===== src/rtl/vga_timing_ctrl_if.sv =====
// Raster timing bundle from vga_timing_ctrl to the renderer and VGA connector.
// The timing generator drives it (master); consumers only observe it (slave).
interface vga_timing_ctrl_if;
  logic        pix_en;
  logic [9:0]  hCount;
  logic [9:0]  vCount;
  logic        hSync;
  logic        vSync;
  logic        bright;
  logic        line_tick;
  logic        frame_tick;
  logic [15:0] frame_count;

  modport master (
    output pix_en, hCount, vCount, hSync, vSync, bright,
           line_tick, frame_tick, frame_count
  );

  modport slave (
    input  pix_en, hCount, vCount, hSync, vSync, bright,
           line_tick, frame_tick, frame_count
  );
endinterface


===== src/rtl/vga_timing_ctrl.sv =====
// VGA raster timing generator: pixel-rate enable, h/v counters with lockstep
// phase FSMs, registered sync/bright flags and per-line/per-frame strobes.
//
// state   | meaning
// --------+--------------------------------------------
// PH_SYNC | sync pulse asserted (counter 0..SYNC-1)
// PH_BP   | back porch
// PH_ACT  | active video
// PH_FP   | front porch, wraps to PH_SYNC at the total
module vga_timing_ctrl #(
  parameter int CLK_DIV  = 4,
  parameter int H_SYNC   = 96,
  parameter int H_BP     = 48,
  parameter int H_ACT    = 640,
  parameter int H_FP     = 16,
  parameter int V_SYNC   = 2,
  parameter int V_BP     = 33,
  parameter int V_ACT    = 480,
  parameter int V_FP     = 10,
  parameter bit SYNC_POL = 1'b0
) (
  input  logic               clk,
  input  logic               reset,
  vga_timing_ctrl_if.master  vga
);

  localparam int H_TOT = H_SYNC + H_BP + H_ACT + H_FP;
  localparam int V_TOT = V_SYNC + V_BP + V_ACT + V_FP;
  localparam int DW    = $clog2(CLK_DIV);

  localparam logic [DW-1:0] DIV_LAST = DW'(CLK_DIV - 1);

  localparam logic [9:0] H_SYNC_END = 10'(H_SYNC - 1);
  localparam logic [9:0] H_BP_END   = 10'(H_SYNC + H_BP - 1);
  localparam logic [9:0] H_ACT_END  = 10'(H_SYNC + H_BP + H_ACT - 1);
  localparam logic [9:0] H_LAST     = 10'(H_TOT - 1);
  localparam logic [9:0] V_SYNC_END = 10'(V_SYNC - 1);
  localparam logic [9:0] V_BP_END   = 10'(V_SYNC + V_BP - 1);
  localparam logic [9:0] V_ACT_END  = 10'(V_SYNC + V_BP + V_ACT - 1);
  localparam logic [9:0] V_LAST     = 10'(V_TOT - 1);

  typedef enum logic [1:0] {PH_SYNC, PH_BP, PH_ACT, PH_FP} phase_t;

  phase_t        h_state, v_state;
  phase_t        h_nxt, v_nxt;
  logic [DW-1:0] div;
  logic          h_wrap, v_wrap;

  // Phase boundaries are compared on the counter value about to be left, so
  // the FSM and the counter step together on the same pix_en edge.
  always_comb begin
    h_wrap = vga.pix_en && (vga.hCount == H_LAST);
    v_wrap = h_wrap && (vga.vCount == V_LAST);

    h_nxt = h_state;
    if (vga.pix_en) begin
      case (h_state)
        PH_SYNC: if (vga.hCount == H_SYNC_END) h_nxt = PH_BP;
        PH_BP:   if (vga.hCount == H_BP_END)   h_nxt = PH_ACT;
        PH_ACT:  if (vga.hCount == H_ACT_END)  h_nxt = PH_FP;
        PH_FP:   if (vga.hCount == H_LAST)     h_nxt = PH_SYNC;
        default:                               h_nxt = PH_SYNC;
      endcase
    end

    v_nxt = v_state;
    if (h_wrap) begin
      case (v_state)
        PH_SYNC: if (vga.vCount == V_SYNC_END) v_nxt = PH_BP;
        PH_BP:   if (vga.vCount == V_BP_END)   v_nxt = PH_ACT;
        PH_ACT:  if (vga.vCount == V_ACT_END)  v_nxt = PH_FP;
        PH_FP:   if (vga.vCount == V_LAST)     v_nxt = PH_SYNC;
        default:                               v_nxt = PH_SYNC;
      endcase
    end
  end

  always_ff @(posedge clk) begin
    if (reset) begin
      div             <= '0;
      vga.pix_en      <= 1'b0;
      vga.hCount      <= '0;
      vga.vCount      <= '0;
      h_state         <= PH_SYNC;
      v_state         <= PH_SYNC;
      vga.hSync       <= SYNC_POL;
      vga.vSync       <= SYNC_POL;
      vga.bright      <= 1'b0;
      vga.line_tick   <= 1'b0;
      vga.frame_tick  <= 1'b0;
      vga.frame_count <= '0;
    end else begin
      div            <= (div == DIV_LAST) ? '0 : div + 1'b1;
      vga.pix_en     <= (div == DIV_LAST);
      vga.line_tick  <= h_wrap;
      vga.frame_tick <= v_wrap;
      h_state        <= h_nxt;
      v_state        <= v_nxt;

      if (vga.pix_en) begin
        vga.hCount <= h_wrap ? 10'd0 : vga.hCount + 10'd1;
        if (h_wrap)
          vga.vCount <= v_wrap ? 10'd0 : vga.vCount + 10'd1;
        vga.hSync  <= (h_nxt == PH_SYNC) ? SYNC_POL : ~SYNC_POL;
        vga.vSync  <= (v_nxt == PH_SYNC) ? SYNC_POL : ~SYNC_POL;
        vga.bright <= (h_nxt == PH_ACT) && (v_nxt == PH_ACT);
      end

      if (v_wrap)
        vga.frame_count <= vga.frame_count + 16'd1;
    end
  end

endmodule


===== src/flat_wrapper.sv =====
// flat-port wrapper written by rule: the top's interface ports become plain ports
module vga_timing_ctrl_flat 
#(
  parameter int CLK_DIV  = 4,
  parameter int H_SYNC   = 96,
  parameter int H_BP     = 48,
  parameter int H_ACT    = 640,
  parameter int H_FP     = 16,
  parameter int V_SYNC   = 2,
  parameter int V_BP     = 33,
  parameter int V_ACT    = 480,
  parameter int V_FP     = 10,
  parameter bit SYNC_POL = 1'b0
)
  (clk, reset, vga_pix_en, vga_hCount, vga_vCount, vga_hSync, vga_vSync, vga_bright, vga_line_tick, vga_frame_tick, vga_frame_count);
  vga_timing_ctrl_if vga_i ();
  input  logic clk;
  input  logic reset;
  output wire logic [$bits(vga_i.pix_en)-1:0] vga_pix_en;
  output wire logic [$bits(vga_i.hCount)-1:0] vga_hCount;
  output wire logic [$bits(vga_i.vCount)-1:0] vga_vCount;
  output wire logic [$bits(vga_i.hSync)-1:0] vga_hSync;
  output wire logic [$bits(vga_i.vSync)-1:0] vga_vSync;
  output wire logic [$bits(vga_i.bright)-1:0] vga_bright;
  output wire logic [$bits(vga_i.line_tick)-1:0] vga_line_tick;
  output wire logic [$bits(vga_i.frame_tick)-1:0] vga_frame_tick;
  output wire logic [$bits(vga_i.frame_count)-1:0] vga_frame_count;
  assign vga_pix_en = vga_i.pix_en;
  assign vga_hCount = vga_i.hCount;
  assign vga_vCount = vga_i.vCount;
  assign vga_hSync = vga_i.hSync;
  assign vga_vSync = vga_i.vSync;
  assign vga_bright = vga_i.bright;
  assign vga_line_tick = vga_i.line_tick;
  assign vga_frame_tick = vga_i.frame_tick;
  assign vga_frame_count = vga_i.frame_count;
  vga_timing_ctrl #(.CLK_DIV(CLK_DIV), .H_SYNC(H_SYNC), .H_BP(H_BP), .H_ACT(H_ACT), .H_FP(H_FP), .V_SYNC(V_SYNC), .V_BP(V_BP), .V_ACT(V_ACT), .V_FP(V_FP), .SYNC_POL(SYNC_POL)) u_core (.clk(clk), .reset(reset), .vga(vga_i));
endmodule

===== config.mk =====
export PLATFORM = sky130hd
export DESIGN_NAME = vga_timing_ctrl_flat
export DESIGN_NICKNAME = d
export VERILOG_FILES = /design/src/rtl/vga_timing_ctrl_if.sv /design/src/rtl/vga_timing_ctrl.sv /design/src/flat_wrapper.sv
export SDC_FILE = /design/constraint.sdc
export NUM_CORES = 1
export LEC_CHECK = 0
export ABC_CLOCK_PERIOD_IN_PS = 2890
export BUFFER_PORTS_ARGS = -buffer_cell sky130_fd_sc_hd__clkbuf_2
export CAP_MARGIN = 20
export CORE_MARGIN = 8
export CORE_UTILIZATION = 57
export CTS_BUF_LIST = sky130_fd_sc_hd__clkbuf_8
export DETAILED_ROUTE_END_ITERATION = 7
export PLACE_DENSITY = 0.86
export SYNTH_ARGS = -nofsm -noshare
export SYNTH_HDL_FRONTEND = slang
export SYNTH_SLANG_ARGS = --single-unit

===== constraint.sdc =====
create_clock -name clk -period 2.89 [get_ports clk]
set_clock_uncertainty 0.1 [all_clocks]
set_input_delay 0.4335 -clock clk [delete_from_list [all_inputs] [get_ports clk]]
set_output_delay 0.4335 -clock clk [all_outputs]
set_load 0.02 [all_outputs]

**Word-level counts from Yosys, hierarchy flattened**

Cells that the tools add are included.

- Flip-flop bits (word level): 48
- Input bits: 2
- Output and inout bits: 42
- Logic and storage cells: 58

- Add/subtract/negate cells: 4
- Equality and inequality tests: 17
- Mux-type cells: 16
- Reduce and logical (&&, ||, !) cells: 9

Operators with widths:

| kind | count |
|---|---|
| $eq A10 B10 Y1 const B | 4 |
| $add A10 B1 Y10 const B | 2 |
| $mux W10 | 2 |
| $mux W2 | 10 |
| $add A16 B1 Y16 const B | 1 |
| $pmux W2 S4 | 2 |
| $eq A2 B2 Y1 const B | 7 |
| $eq A10 B1 Y1 const B | 1 |
| $eq A10 B6 Y1 const B | 1 |
| $eq A10 B7 Y1 const B | 1 |
| $eq A10 B8 Y1 const B | 1 |
| $logic_not A2 Y1 | 4 |
| $eq A2 B1 Y1 const B | 2 |
| $logic_and A1 B1 Y1 | 3 |
| $add A2 B1 Y2 const B | 1 |
| $mux W1 | 2 |
| $reduce_and A2 Y1 | 1 |
| $reduce_or A2 Y1 | 1 |

**Depth between registers and ports, before layout**

- Depth after elaboration: 6
- Depth in mapped cells: 9
- Mapped depth without buffers: 7

**Worst setup path before layout**

OpenSTA, ideal clock, no wires.

- Kind: register to register
- Start point: register u_core.vga.vCount[0]
- End point: register u_core.vga.frame_count[15] in the netlist's numbering
- Library setup time: 121 ps
- Data arrival time: 2016 ps
- Data required time: 2669 ps
- Path slack: 653 ps
- Stages on the path, launching flop included: 8
- Buffers on the path: 0
- Period minus slack after synthesis: 2237 ps
- Path through: dfxtp_1 > inv_1 > ha_1 > and3_2 > nand3_2 > or4_4 > nor4_2 > mux2_2

- Longest elaborated chain between the ends: 2

Ends and longest elaborated chain:

| what | line | source |
|---|---|---|
| start, declared | vga_timing_ctrl_if.sv:15 | `output pix_en, hCount, vCount, hSync, vSync, bright,` |
| start signal, assigned | vga_timing_ctrl.sv:103 | `vga.vCount <= v_wrap ? 10'd0 : vga.vCount + 10'd1;` |
| $eq A10 B10 Y1 | vga_timing_ctrl.sv:53 | `v_wrap = h_wrap && (vga.vCount == V_LAST);` |
| $logic_and A1 B1 Y1 | vga_timing_ctrl.sv:53 |  |
| end signal, assigned | vga_timing_ctrl.sv:110 | `vga.frame_count <= vga.frame_count + 16'd1;` |
| end, declared | vga_timing_ctrl_if.sv:16 | `line_tick, frame_tick, frame_count` |

Every way passes these cells.
A chain may end at the register's enable or synchronous reset.

**Worst setup path in the final report**

- Start point: register u_core.vga.hCount[0]
- End point: register u_core.vga.frame_count[12] in the netlist's numbering

- Longest elaborated chain between the ends: 3

Ends and longest elaborated chain:

| what | line | source |
|---|---|---|
| start, declared | vga_timing_ctrl_if.sv:15 |  |
| start signal, assigned | vga_timing_ctrl.sv:101 | `vga.hCount <= h_wrap ? 10'd0 : vga.hCount + 10'd1;` |
| $eq A10 B10 Y1 | vga_timing_ctrl.sv:52 | `h_wrap = vga.pix_en && (vga.hCount == H_LAST);` |
| $logic_and A1 B1 Y1 | vga_timing_ctrl.sv:52 |  |
| $logic_and A1 B1 Y1 | vga_timing_ctrl.sv:53 |  |

Every way passes these cells.

==> impl_metrics.toml <==
[synthesis]
synth_common_cells = "48 x dfxtp_1, 33 x nor2_1, 16 x nand2_1"
yosysTopAreaCell = "dfxtp_1"
async_reset_ff_share_pct = 0
syn_nets = 269
synthCells = 260
avgSynthCellArea_sq_um = 8.869
yosysMostFrequentCell = "dfxtp_1"
synth_edf_count = 0
ys_types = 47
ys_top_cells_by_area = "dfxtp_1 42%, nor2_1 5.4%, xnor2_1 4.6%, xor2_1 4.2%, ha_1 3.8%"
ys_ff_latch = 48
yosys_warnings = 0
synth.top_cell.area_share_pct = 41.67
syn_area_sq_um = 2306
synthFlopType = "dfxtp_1"
ys_seq_area_share_pct = 41.67

[placed_design]
dp_cells = 345
io_buffer_count = 43
pre_cts_slack_ps = 463.8
dp.final_hpwl_microns = 3551
gp_congestion = 0.8333

[clock_network]
clock_path_buffers = 2
numCtsBuffers = 5
cts_tree = "yes"
insertion_delay_ps = 310
postCtsSetupBuffers = 0
cts_root_buf = "clkbuf_8"
cts_num_sinks = 48
postCtsHoldBufs = 0
htreeDepth = 2
ctsResizeCount = 0
cts.reportedPaths.clkPinSlew_ps = 90

[die]
fp.coreArea_sq_um = 3943
die_x_microns = 79.61
start_util_pct = 58.49
fp.dieH_microns = 79.61
rows = 23
ios = 44
die_area_sq_um = 6337

[grt]
grtUsageTotal_pct = 15.72
grt_pass1_vias = 1825
antenna_found_initial = 0
grt_pass1_wl_microns = 8128
grt_max_degree = 36
overflow = 0

[timing]
slew_headroom_pct = 57.28
fin_crit_ps = 2492
max_freq_mhz = 401.2
timing_hold_violations_final = 0
post-route-period-util_pct = 86.24
final-setup-viol-count = 0
whs_ps = 341.4
tightest_slew_ps = 640.8
report.final.slew_viol_count = 0
finalWorstSetupSlack_ps = 397.7
totalNegativeSetupSlack_ps = 0
rsz0062_at_grt = "no"

[setup_path]
critical_path_class = "reg2reg"
crit_arrival_ps = 2640
r2r_setup_slack_ps = 400
cp_slowest_cell = "or4_1"
worstPathCellList = "ha_1 -> and4_1 -> and3_1 -> nand4_2 -> or4_1 -> a21oi_1"
critPathCaptureType = "register"
required_ps = 3030
slowest_delay_ps = 460
critPathMaxFanout = 10
critPathLaunchType = "register"

[route]
wl_per_cell_microns = 13.83
dr.pass1.iters = 4
routed_via_density = 5.629
vias = 1987
drc = 0
final_antenna_net_count = 0
drtIter0Drc = 150
wl_microns = 4883

[power_and_ir_drop]
vdd_ir_drop_max_uv = 287.7
p_total_mw = 1.137
power.density_nw_per_um2 = 431.4
power.leakage_nw = 1.025

[finish]
final_cells = 353
area_delta_synth_final_pct = 14.32
drive_above_1_share_pct = 22.44
nets = 311
antennaDiodeCount = 0
fillerInstances = 341

[job]
cap_violations = 0

[status]
status = "finished, final reports clean"

[min_path]
hold_class = "reg2reg"
-- final timing paths --
path / startpoint / to / cells after the start
setup / recovery: u_core.vga.hCount[0] / u_core.vga.frame_count[12] / 6
hold / removal: u_core.div[0] / u_core.div[0] / 1
setup reg to reg: u_core.vga.hCount[0] / u_core.vga.frame_count[12] / 6
hold reg to reg: u_core.div[0] / u_core.div[0] / 1
-- final cells by class --
| class | count | area, sq um | area share (%) |
|---|---|---|---|
| clock buffers | 6 | 82.58 | 3.132 |
| inverters | 8 | 30.03 | 1.139 |
| flip-flops and latches | 48 | 960.9 | 36.45 |
| clock inverters | 2 | 15.01 | 0.5695 |
| repair buffers | 45 | 230.2 | 8.733 |
| multi-input cells | 194 | 1255 | 47.60 |
| well taps | 50 | 62.56 | 2.373 |
-- kinds of logic after synthesis --
kind of cell,share of synthesized area (%)
compound gates,8.573
mux,1.411
fa+ha+maj,3.798
flops,41.67
buf+inv,3.906
simple gates,31.91
xor+xnor,8.736
-- worst max-delay path: cells and delay by family (launching register included) --
family | cells | cell delay, ps
AND/OR/NAND/NOR | 4 | 1560
AO/OA/AOI/OAI | 1 | 140
adder cells (fa/ha/maj) | 1 | 210
flip-flops | 1 | 400
-- state kept, by name, summed over array words and instances, names as in the netlist, 2 cells and up --
name	cells
u_core.div	2
u_core.h_state	2
u_core.vga.vCount	10
u_core.vga.frame_count	16
u_core.v_state	2
u_core.vga.hCount	10
-- cells in the final DEF, fill, tap and decap left out, types with 6 or more instances in the layout --
master and instances:
dfxtp_1 48, clkbuf_2 43, nor2_1 33, nand2_1 16
a21oi_1 15, nand3_1 14, xnor2_1 12, nand4_1 11
xor2_1 11, inv_1 8, o21ai_0 8, ha_1 7
and3_1 6, nor2b_1 6, nor3_1 6, or3_1 6
clkbuf_8 6
-- power by group --
part | switching [mW] | internal [mW]
Combinational | 0.0205 | 0.00991
Clock | 0.241 | 0.194
Sequential | 0.00420 | 0.667
Total | 0.266 | 0.871
-- routing by layer --
layer | share of wire [%] | wire length (microns) | global-route usage (%)
met2 | 48 | 2343 | 26.32
met4 | 1.7 | 85 | 6.481
met5 | 0 | 0 | 0
met3 | 6.0 | 291 | 5.631
met1 | 44 | 2163 | 17.60
-- per-stage QoR --
step | cell area (sq um) | util, %
3_3_place_gp | 2539 | 64.39
4_1_cts | 2636 | 66.87
5_1_grt | 2636 | 66.87
2_1_floorplan | 2306 | -
6_report | 2636 | 66.87
3_5_place_dp | 2539 | 64.39
(Power assumes the default switching activity.)
